## src/rtl/seq_alu_pkg.sv

```systemverilog
// seq_alu_pkg: opcodes and FSM state encoding shared by the sequential ALU
package seq_alu_pkg;
  typedef logic [3:0] alu_op_t;
  localparam alu_op_t ALU_AND  = 4'b0000;
  localparam alu_op_t ALU_OR   = 4'b0001;
  localparam alu_op_t ALU_ADD  = 4'b0010;
  localparam alu_op_t ALU_SUB  = 4'b0110;
  localparam alu_op_t ALU_SLT  = 4'b0111;
  localparam alu_op_t ALU_SLL  = 4'b1000;
  localparam alu_op_t ALU_SRL  = 4'b1001;
  localparam alu_op_t ALU_SRA  = 4'b1010;
  localparam alu_op_t ALU_NOR  = 4'b1100;
  localparam alu_op_t ALU_MULU = 4'b1101;
  localparam alu_op_t ALU_DIVU = 4'b1110;
  localparam logic [1:0] S_IDLE = 2'd0;
  localparam logic [1:0] S_MUL  = 2'd1;
  localparam logic [1:0] S_DIV  = 2'd2;
  localparam logic [1:0] S_DONE = 2'd3;
endpackage

```

## src/rtl/seq_alu_muldiv.sv

```systemverilog
// seq_alu_muldiv: iterative unsigned shift-add multiplier / restoring divider
module seq_alu_muldiv
  import seq_alu_pkg::*;
#(
  parameter int WIDTH = 32,
  localparam int SHW = $clog2(WIDTH)
) (
  input  logic             clk,
  input  logic             reset,
  input  logic             start,
  input  logic             op_is_div,
  input  logic [WIDTH-1:0] a,
  input  logic [WIDTH-1:0] b,
  output logic             busy,
  output logic             done,
  output logic [WIDTH-1:0] lo,
  output logic [WIDTH-1:0] hi
);
  logic [SHW-1:0] cnt;
  logic [WIDTH-1:0] opd, h0, l0, d0, hi_n, lo_n;
  logic [WIDTH:0] ms, rs, df;
  logic div_q, dv, ok;
  // the first iteration runs on the start edge straight from the inputs
  assign dv = start ? op_is_div : div_q;
  assign h0 = start ? '0 : hi;
  assign l0 = start ? (op_is_div ? a : b) : lo;
  assign d0 = start ? (op_is_div ? b : a) : opd;
  assign ms = {1'b0, h0} + (l0[0] ? {1'b0, d0} : {(WIDTH+1){1'b0}});
  assign rs = {h0, l0[WIDTH-1]};
  assign df = rs - {1'b0, d0};
  assign ok = !df[WIDTH];
  assign hi_n = dv ? (ok ? df[WIDTH-1:0] : rs[WIDTH-1:0]) : ms[WIDTH:1];
  assign lo_n = dv ? {l0[WIDTH-2:0], ok} : {ms[0], l0[WIDTH-1:1]};
  always_ff @(posedge clk) begin
    if (reset) begin
      busy <= 1'b0;
      done <= 1'b0;
      cnt <= '0;
      hi <= '0;
      lo <= '0;
      opd <= '0;
      div_q <= 1'b0;
    end else begin
      done <= busy && cnt == SHW'(WIDTH-1);
      if (start || busy) begin
        hi <= hi_n;
        lo <= lo_n;
        opd <= d0;
        div_q <= dv;
      end
      if (start) begin
        busy <= 1'b1;
        cnt <= SHW'(1);
      end else if (busy) begin
        cnt <= cnt + SHW'(1);
        if (cnt == SHW'(WIDTH-1)) busy <= 1'b0;
      end
    end
  end
endmodule

```

## src/rtl/seq_alu.sv

```systemverilog
// seq_alu: handshaked ALU with registered result, flags and iterative MULU/DIVU
module seq_alu
  import seq_alu_pkg::*;
#(
  parameter int WIDTH = 32,
  localparam int SHW = $clog2(WIDTH)
) (
  input  logic             clk,
  input  logic             reset,
  input  logic             in_valid,
  output logic             in_ready,
  input  logic [WIDTH-1:0] first_operand,
  input  logic [WIDTH-1:0] second_operand,
  input  logic [3:0]       alu_control,
  output logic             out_valid,
  input  logic             out_ready,
  output logic [WIDTH-1:0] result,
  output logic [WIDTH-1:0] result_hi,
  output logic             zero,
  output logic             overflow
);
  logic [1:0] state;
  logic [WIDTH-1:0] a, b, sum, diff, alu_res, alu_hi, md_lo, md_hi;
  logic [SHW-1:0] sh;
  logic is_add, is_sub, is_mul, is_div, alu_ovf, accept, start, md_busy, md_done;
  assign a = first_operand;
  assign b = second_operand;
  assign sh = b[SHW-1:0];
  assign sum = a + b;
  assign diff = a - b;
  assign is_sub = alu_control == ALU_SUB;
  assign is_mul = alu_control == ALU_MULU;
  assign is_div = alu_control == ALU_DIVU;
  always_comb begin
    alu_res = sum;
    is_add = 1'b0;
    case (alu_control)
      ALU_AND:  alu_res = a & b;
      ALU_OR:   alu_res = a | b;
      ALU_NOR:  alu_res = ~(a | b);
      ALU_SUB:  alu_res = diff;
      ALU_SLT:  alu_res = WIDTH'($signed(a) < $signed(b));
      ALU_SLL:  alu_res = a << sh;
      ALU_SRL:  alu_res = a >> sh;
      ALU_SRA:  alu_res = $signed(a) >>> sh;
      ALU_MULU: alu_res = '0;
      ALU_DIVU: alu_res = '1;
      default:  is_add = 1'b1;
    endcase
  end
  assign alu_ovf = is_add ? (a[WIDTH-1] == b[WIDTH-1] && sum[WIDTH-1] != a[WIDTH-1]) :
                   is_sub ? (a[WIDTH-1] != b[WIDTH-1] && diff[WIDTH-1] != a[WIDTH-1]) : 1'b0;
  // only a divide-by-zero reaches the single-cycle path with a nonzero high word
  assign alu_hi = is_div ? a : '0;
  assign in_ready = state == S_IDLE && !md_busy;
  assign out_valid = state == S_DONE;
  assign accept = in_valid && in_ready;
  assign start = accept && (is_mul || (is_div && b != '0));
  seq_alu_muldiv #(.WIDTH(WIDTH)) u_muldiv (
    .clk(clk), .reset(reset), .start(start), .op_is_div(is_div), .a(a), .b(b),
    .busy(md_busy), .done(md_done), .lo(md_lo), .hi(md_hi)
  );
  always_ff @(posedge clk) begin
    if (reset) begin
      state <= S_IDLE;
      result <= '0;
      result_hi <= '0;
      zero <= 1'b0;
      overflow <= 1'b0;
    end else begin
      case (state)
        S_IDLE: if (accept) begin
          state <= is_mul ? S_MUL : start ? S_DIV : S_DONE;
          if (!start) begin
            result <= alu_res;
            result_hi <= alu_hi;
            zero <= alu_res == '0;
            overflow <= alu_ovf;
          end
        end
        S_MUL, S_DIV: if (md_done) begin
          state <= S_DONE;
          result <= md_lo;
          result_hi <= md_hi;
          zero <= md_lo == '0;
          overflow <= 1'b0;
        end
        default: if (out_ready) state <= S_IDLE;
      endcase
    end
  end
endmodule

```

## config.mk

```make
export PLATFORM = sky130hd
export DESIGN_NAME = seq_alu
export DESIGN_NICKNAME = d
export VERILOG_FILES = /design/src/rtl/seq_alu_pkg.sv /design/src/rtl/seq_alu_muldiv.sv /design/src/rtl/seq_alu.sv
export SDC_FILE = /design/constraint.sdc
export NUM_CORES = 1
export LEC_CHECK = 0
export ABC_AREA = 1
export BUFFER_PORTS_ARGS = -buffer_cell sky130_fd_sc_hd__buf_2
export CORE_MARGIN = 3
export CORE_UTILIZATION = 35
export DETAILED_ROUTE_END_ITERATION = 12
export SETUP_SLACK_MARGIN = 0.15
export SKIP_LAST_GASP = 1
export SLEW_MARGIN = 5
export SYNTH_ARGS = -nofsm -noshare
export SYNTH_HDL_FRONTEND = slang
export SYNTH_SLANG_ARGS = --single-unit
```

## constraint.sdc

```tcl
create_clock -name clk -period 6.3 [get_ports clk]
set_input_delay 1.575 -clock clk [delete_from_list [all_inputs] [get_ports clk]]
set_output_delay 1.575 -clock clk [all_outputs]
set_load 0.02 [all_outputs]
```

==> flow_metrics.env, run 1 <==
export IMPL_fin_cells=5056
export IMPL_number_of_setup_violations_in_the_final_report=0
export IMPL_via_count=28700
export IMPL_total_switching_power_w=0.00337
export IMPL_cts_tree="built"
export IMPL_worst_setup_path_type="input port to register"
export IMPL_netSwitchingFraction=0.529
export IMPL_portBuffers=139
export IMPL_most_frequently_used_flop_master_after_synthesis="dfxtp_1"
export IMPL_cpMostUsedCell="nand2_1"
export IMPL_synth_avg_cell_area_um2=5.48
export IMPL_worstSetupEndpointType="register"
export IMPL_cell_leakage_power_nw=12.5
export IMPL_drt_iter0_markers=3622
export IMPL_synth_top_area_frac=0.202
export IMPL_unrepaired_setup_endpoints_after_global_routing="false"
export IMPL_vias_in_the_first_global_route=26200
export IMPL_groute_usage_overall=0.331
export IMPL_design_portCount=140
export IMPL_gr_total_overflow=0
export IMPL_ctsLongestPathBuffers=2
export IMPL_syn_inst=4123
export IMPL_final_nets=4436
export IMPL_timing_clock_skew_ns=0.0183
export IMPL_ctsRootBufferMaster="clkbuf_16"
export IMPL_powerDensity_nw_per_um2=254
export IMPL_grt_pass1_wl_mm=168
export IMPL_pwr_share_clk=0.173
export IMPL_drcViolationCount=0
export IMPL_std_cell_core_area_um2=63400
export IMPL_hold_buffer_count_at_cts=0
export IMPL_min_path_type="register to register"
export IMPL_cpMaxStageDelayCell="ha_1"
export IMPL_cp_max_fo=31
export IMPL_crit_path_start_kind="input port"
export IMPL_routed_wl_mm=115
export IMPL_initial_core_util=0.356
export IMPL_yosys_warns=0
export IMPL_maximum_level_of_the_cts_h_tree=4
export IMPL_worst_slew_pin_slew_ns=0.985
export IMPL_synth_lib_cells_used_distinct=51
export IMPL_p_comb_frac=0.608
export IMPL_worstPathArrival_ns=5.83
export IMPL_final_core_utilization=0.395
export IMPL_yosys_register_bits=172
export IMPL_area_occupied_by_registers_um2=3440
export IMPL_max_vdd_ir_drop_mv=0.230
export IMPL_fp_dieArea_um2=67600
export IMPL_hold_viol_final=0
export IMPL_clk_pin_slew_worst_paths_ns=0.07
export IMPL_post_cts_resize_count=0
export IMPL_detailedPlace_worstSlack_ns=0.323
export IMPL_die_w_um=260
export IMPL_detail_routed_via_count_per_cell=5.69
export IMPL_ys_async_sr_fraction=0
export IMPL_vertical_die_dimension_um=260
export IMPL_pin_count_of_the_biggest_net_entering_global_routing=86
export IMPL_p_int_w=0.00300
export IMPL_period_minus_slack_ns=5.51
export IMPL_synthDominantAreaCellType="nand2_1"
export IMPL_clock_sink_total=172
export IMPL_tritoncts_num_buffers=17
export IMPL_gp_routability_congestion=1.10
export IMPL_totalNegativeSetupSlack_ns=0
export IMPL_outcome="finished, final reports clean"
export IMPL_seq_area_frac_synth=0.152
export IMPL_nFillCells=7212
export IMPL_worst_path_largest_cell_delay_ns=0.41
export IMPL_slew_viol_final=0
export IMPL_detail_route_first_pass_iterations=6
export IMPL_achievable_frequency_mhz=181
export IMPL_area_delta_synth_final_pct=10.9
export IMPL_multi_input_comb_area_um2=16600
export IMPL_hpwlAfterDp_mm=91.9
export IMPL_routed_wire_length_per_instance_um=22.7
export IMPL_cap_violations=0
export IMPL_final_layout_size_suffix_gt1_frac=0.0768
export IMPL_syn_area_um2=22600
export IMPL_hold_slack_ns=0.462
export IMPL_dpl_cell_count=5022
export IMPL_synth_enable_flop_cells=0
export IMPL_power_share_sequential=0.219
export IMPL_post_route_period_util=0.875
export IMPL_antenna_found_initial=5
export IMPL_syn_nets=4364
export IMPL_relative_max_transition_margin=0.342
export IMPL_ant_nets=0
export IMPL_timing_final_ws_setup_ns=0.786
export IMPL_timing_critical_path_required_ns=6.62
export IMPL_placement_rows=92
export IMPL_post_synth_main_area_contributors="nand2_1 (20%), dfxtp_1 (15%), nand3_1 (11%)"
export IMPL_post_cts_setup_buffers=0
export IMPL_clk_latency_ns=0.49
==> routing by layer <==
metal	up-vias	global-route usage	wire length (um)
met4	4	0.203	8150
met1	13300	0.439	47700
met5	-	0	27
met3	248	0.0499	10300
li1	13700	-	-
met2	1509	0.502	48400
==> cell families (layout without fill, tap and decap cells) <==
family	after synthesis	count (layout)	synth area share
mux	6	6	0.00266
flops	172	172	0.152
fa+ha+maj	169	169	0.0949
simple gates	2316	2316	0.426
xor+xnor	57	57	0.0221
compound gates	767	767	0.189
other cells	0	3	0
buf+inv	636	720	0.112
==> power groups by stage <==
stage               Sequential, W  Combinational, W  Clock, W
floorplan                 0.00156           0.00223         0
global placement          0.00142           0.00379         0
detailed placement        0.00142           0.00376         0
CTS                       0.00139           0.00379   0.00112
global route              0.00142           0.00421   0.00116
finish                    0.00139           0.00387   0.00110
==> final timing paths <==
| check | end | slack, ns | cells after the start | startpoint |
|---|---|---|---|---|
| setup / recovery | u_muldiv.hi[28] | 0.79 | 31 | second_operand[30] |
| hold / removal | result[15] | 0.46 | 2 | result[15] |
| setup reg to reg | u_muldiv.hi[29] | 1.76 | 30 | state[0] |
| hold reg to reg | result[15] | 0.46 | 2 | result[15] |
==> flip-flops by register name (all words and copies together), names as in the netlist <==
signal and count:
result 32, u_muldiv.cnt 5, u_muldiv.busy 1, u_muldiv.opd 32, overflow 1, u_muldiv.hi 32, u_muldiv.div_q 1, state 2
result_hi 32, zero 1, u_muldiv.lo 32, u_muldiv.done 1
==> final cells by class <==
cell class,count,area share
diodes,3,0.000300
well taps,846,0.0422
multi-input cells,3315,0.664
inverters,429,0.0643
clock buffers,20,0.0178
flip-flops and latches,172,0.137
clock inverters,11,0.00519
repair buffers,260,0.0685
==> placed cells by master, fill, tap and decap left out, drive strengths merged, types with 43 or more instances in the layout <==
cell	netlist	final
dfxtp	172	172
nand3	520	520
inv	428	433
nand4	43	43
o211ai	87	87
buf	110	260
a21oi	294	294
nor2	455	455
o21ai	301	301
nand2	1220	1220
ha	165	165
nor3	47	47
==> metrics by stage <==
step	total power [W]	cell area, um2
floorplan	0.00379	22600
global placement	0.00520	24500
detailed placement	0.00518	24500
CTS	0.00630	25100
global route	0.00678	25100
finish	0.00637	25100
==> cell usage after synthesis (3+ instances only) <==
cell type,n
inv_2,10
xor2_1,33
a21o_1,8
nor3_1,47
o2111ai_1,5
buf_1,25
clkbuf_1,95
inv_1,418
nand3_1,519
a211oi_1,7
o21bai_1,18
o21a_1,8
o21ai_1,7
o22ai_1,4
nand2_1,1215
nand3b_1,8
nor2_1,452
dfxtp_1,172
buf_2,72
o211ai_1,87
and2_1,5
o21ai_0,292
nor4_1,15
o311ai_0,3
ha_1,165
a21boi_0,6
xnor2_1,24
buf_4,11
nand2_2,5
mux2i_1,6
fa_1,4
nand4_1,43
a31oi_1,16
a21oi_1,293
==> worst max-delay path, delay by kind of cell <==
| family | cells | cell delay, ns |
|---|---|---|
| AOI/OAI and AO/OA | 4 | 0.58 |
| adders and majority gates | 1 | 0.41 |
| buffers and inverters | 9 | 1.13 |
| and+or+nand+nor | 17 | 2.11 |
No activity file was read; power rests on OpenSTA's default activity.
==> inputs of run 2 (changes only) <==
==> constraint.sdc (replaced) <==
create_clock -name clk -period 7.14 [get_ports clk]
set_input_delay 1.785 -clock clk [delete_from_list [all_inputs] [get_ports clk]]
set_output_delay 1.785 -clock clk [all_outputs]
set_load 0.02 [all_outputs]
==> run 2 against run 1 <==
Die area is the same. First-iteration DRC count grew 4.6%. Sequential power shrank 12%. Non-clock buffer count shrank 59. Combinational power shrank 15%. Critical path depth shrank 1. Clock power shrank 10%. Power shrank 14%. Wire length is essentially flat.
==> flow_metrics.env, run 2 (synthesis gave the netlist of run 1 again) <==
export IMPL_worst_setup_path_type="input port to register"
export IMPL_cap_violations=0
export IMPL_netSwitchingFraction=0.546
export IMPL_placed_area_um2=24000
export IMPL_reg2reg_depth=27
export IMPL_drcViolationCount=0
export IMPL_via_count=28500
export IMPL_cp_max_fo=30
export IMPL_worstPathArrival_ns=6.53
export IMPL_worst_path_dominant_cell_family="simple AND/OR/NAND/NOR gates"
export IMPL_std_cell_core_area_um2=63400
export IMPL_crit_start="second_operand[30]"
export IMPL_cpMaxStageDelayCell="nor3_1"
export IMPL_fin_cells=4996
export IMPL_final_layout_size_suffix_gt1_frac=0.0644
export IMPL_period_minus_slack_ns=6.14
export IMPL_clock_sink_total=172
export IMPL_reg2reg_setup_slack_ns=2.30
export IMPL_detail_routed_via_count_per_cell=5.71
export IMPL_ctsLongestPathBuffers=2
export IMPL_initial_core_util=0.356
export IMPL_placement_rows=92
export IMPL_design_power_total_w=0.00550
export IMPL_area_delta_synth_final_pct=8.64
export IMPL_post_route_period_util=0.860
export IMPL_final_nets=4377
export IMPL_fp_dieArea_um2=67600
export IMPL_relative_max_transition_margin=0.126
export IMPL_cpMostUsedCell="nand2_1"
export IMPL_final_design_area_no_fill_um2=24500
export IMPL_portBuffers=139
export IMPL_clk_pin_slew_worst_paths_ns=0.08
export IMPL_post_cts_resize_count=0
export IMPL_min_path_type="register to register"
export IMPL_layout_commonest_cell="nand2_1"
export IMPL_dpl_cell_count=4963
export IMPL_worstReg2RegEnd="u_muldiv.hi[24]"
export IMPL_timing_critical_path_required_ns=7.53
export IMPL_p_comb_frac=0.597
export IMPL_worstSetupEndpointType="register"
export IMPL_unrepaired_setup_endpoints_after_global_routing="false"
export IMPL_vias_in_the_first_global_route=25900
export IMPL_design_portCount=140
export IMPL_total_switching_power_w=0.00300
export IMPL_maximum_level_of_the_cts_h_tree=4
export IMPL_routed_wl_mm=115
export IMPL_gr_total_overflow=0
export IMPL_worst_slew_pin_slew_ns=1.31
export IMPL_hold_slack_ns=0.467
export IMPL_worst_path_largest_cell_delay_ns=0.54
export IMPL_achievable_frequency_mhz=163
export IMPL_tritoncts_num_buffers=17
export IMPL_die_w_um=260
export IMPL_hold_buffer_count_at_cts=0
export IMPL_critical_path_n_buffers_inverters=6
export IMPL_crit_path_start_kind="input port"
export IMPL_nFillCells=7209
export IMPL_powerDensity_nw_per_um2=224
export IMPL_hpwlAfterDp_mm=92.3
export IMPL_commonest_non_fill_non_tap_cells_in_the_layout="nand2_1 (1215), nand3_1 (519), nor2_1 (451)"
export IMPL_groute_usage_overall=0.332
export IMPL_antenna_found_initial=2
export IMPL_cp_num_cells=30
export IMPL_ctsRootBufferMaster="clkbuf_16"
export IMPL_pin_count_of_the_biggest_net_entering_global_routing=86
export IMPL_drt_iter0_markers=3788
export IMPL_outcome="finished, final reports clean"
export IMPL_totalNegativeSetupSlack_ns=0
export IMPL_routed_wire_length_per_instance_um=23.0
export IMPL_cts_tree="built"
export IMPL_max_vdd_ir_drop_mv=0.199
export IMPL_gp_routability_congestion=1.05
export IMPL_grt_pass1_wl_mm=168
export IMPL_cell_leakage_power_nw=12.2
export IMPL_p_int_w=0.00250
export IMPL_crit_end="u_muldiv.hi[29]"
export IMPL_slew_viol_final=0
export IMPL_clk_latency_ns=0.51
export IMPL_power_share_sequential=0.224
export IMPL_pwr_share_clk=0.179
export IMPL_timing_clock_skew_ns=0.0368
export IMPL_post_cts_setup_buffers=0
export IMPL_ant_nets=0
export IMPL_number_of_setup_violations_in_the_final_report=0
export IMPL_detail_route_first_pass_iterations=7
export IMPL_vertical_die_dimension_um=260
export IMPL_hold_viol_final=0
export IMPL_worstReg2RegStart="state[0]"
==> run 2: changes by cell type in the layout (fill, tap and decap cells not counted) <==
| cell | previous run | this run |
|---|---|---|
| clkinvlp_4 | 2 | 1 |
| inv_6 | 2 | 5 |
| clkinv_2 | 0 | 2 |
| clkinv_4 | 2 | 1 |
| bufinv_16 | 1 | 0 |
| buf_12 | 9 | 3 |
| clkbuf_1 | 2 | 0 |
| clkinv_8 | 1 | 3 |
| clkbuf_8 | 1 | 0 |
| buf_4 | 112 | 59 |
| diode_2 | 3 | 1 |
==> run 2: layer usage <==
metal,GRT usage,up-vias,share of wire
met1,0.449,13200,0.42
met5,0,-,0.00011
li1,-,13600,-
met4,0.185,2,0.062
met2,0.505,1502,0.43
met3,0.0461,228,0.088
==> run 2: worst min-delay path by stage <==
stage	startpoint	to	slack (ns)	depth (start not counted)
2_1_floorplan	u_muldiv.cnt[4]	u_muldiv.cnt[4]	0.45	2
3_3_place_gp	result[23]	result[23]	0.45	2
3_5_place_dp	u_muldiv.hi[12]	u_muldiv.hi[12]	0.46	2
4_1_cts	u_muldiv.hi[12]	u_muldiv.hi[12]	0.47	2
5_1_grt	u_muldiv.hi[12]	u_muldiv.hi[12]	0.48	2
6_report	u_muldiv.hi[8]	u_muldiv.hi[8]	0.47	2
==> run 2: worst min-delay path: cells and delay by family, from the launching register on <==
kind | cells | cell delay, ns
flip-flops | 1 | 0.31
AND/OR/NAND/NOR | 1 | 0.06
AO/OA/AOI/OAI | 1 | 0.05
==> run 2: power by group through the flow <==
stage	registers [W]	logic (W)	clock network (W)
after global routing	0.00125	0.00356	0.00103
after floorplan	0.00138	0.00197	0
after detailed placement	0.00125	0.00320	0
final	0.00123	0.00328	0.000987
after CTS	0.00123	0.00322	0.00101
after global placement	0.00125	0.00323	0
==> run 2: through the flow <==
step	setup slack, ns	util
final	0.999	0.387
after floorplan	1.62	-
after CTS	1.04	0.387
after detailed placement	0.506	0.378
after global placement	0.525	0.378
after global routing	0.647	0.387
==> run 2: cell type report <==
cell class	count	area [um2]	share of cell area
multi-input cells	3315	16600	0.678
flip-flops and latches	172	3440	0.140
inverters	429	1610	0.0657
repair buffers	201	1200	0.0488
well taps	846	1060	0.0431
clock buffers	17	425	0.0173
clock inverters	15	153	0.00622
diodes	1	2.50	0.000102
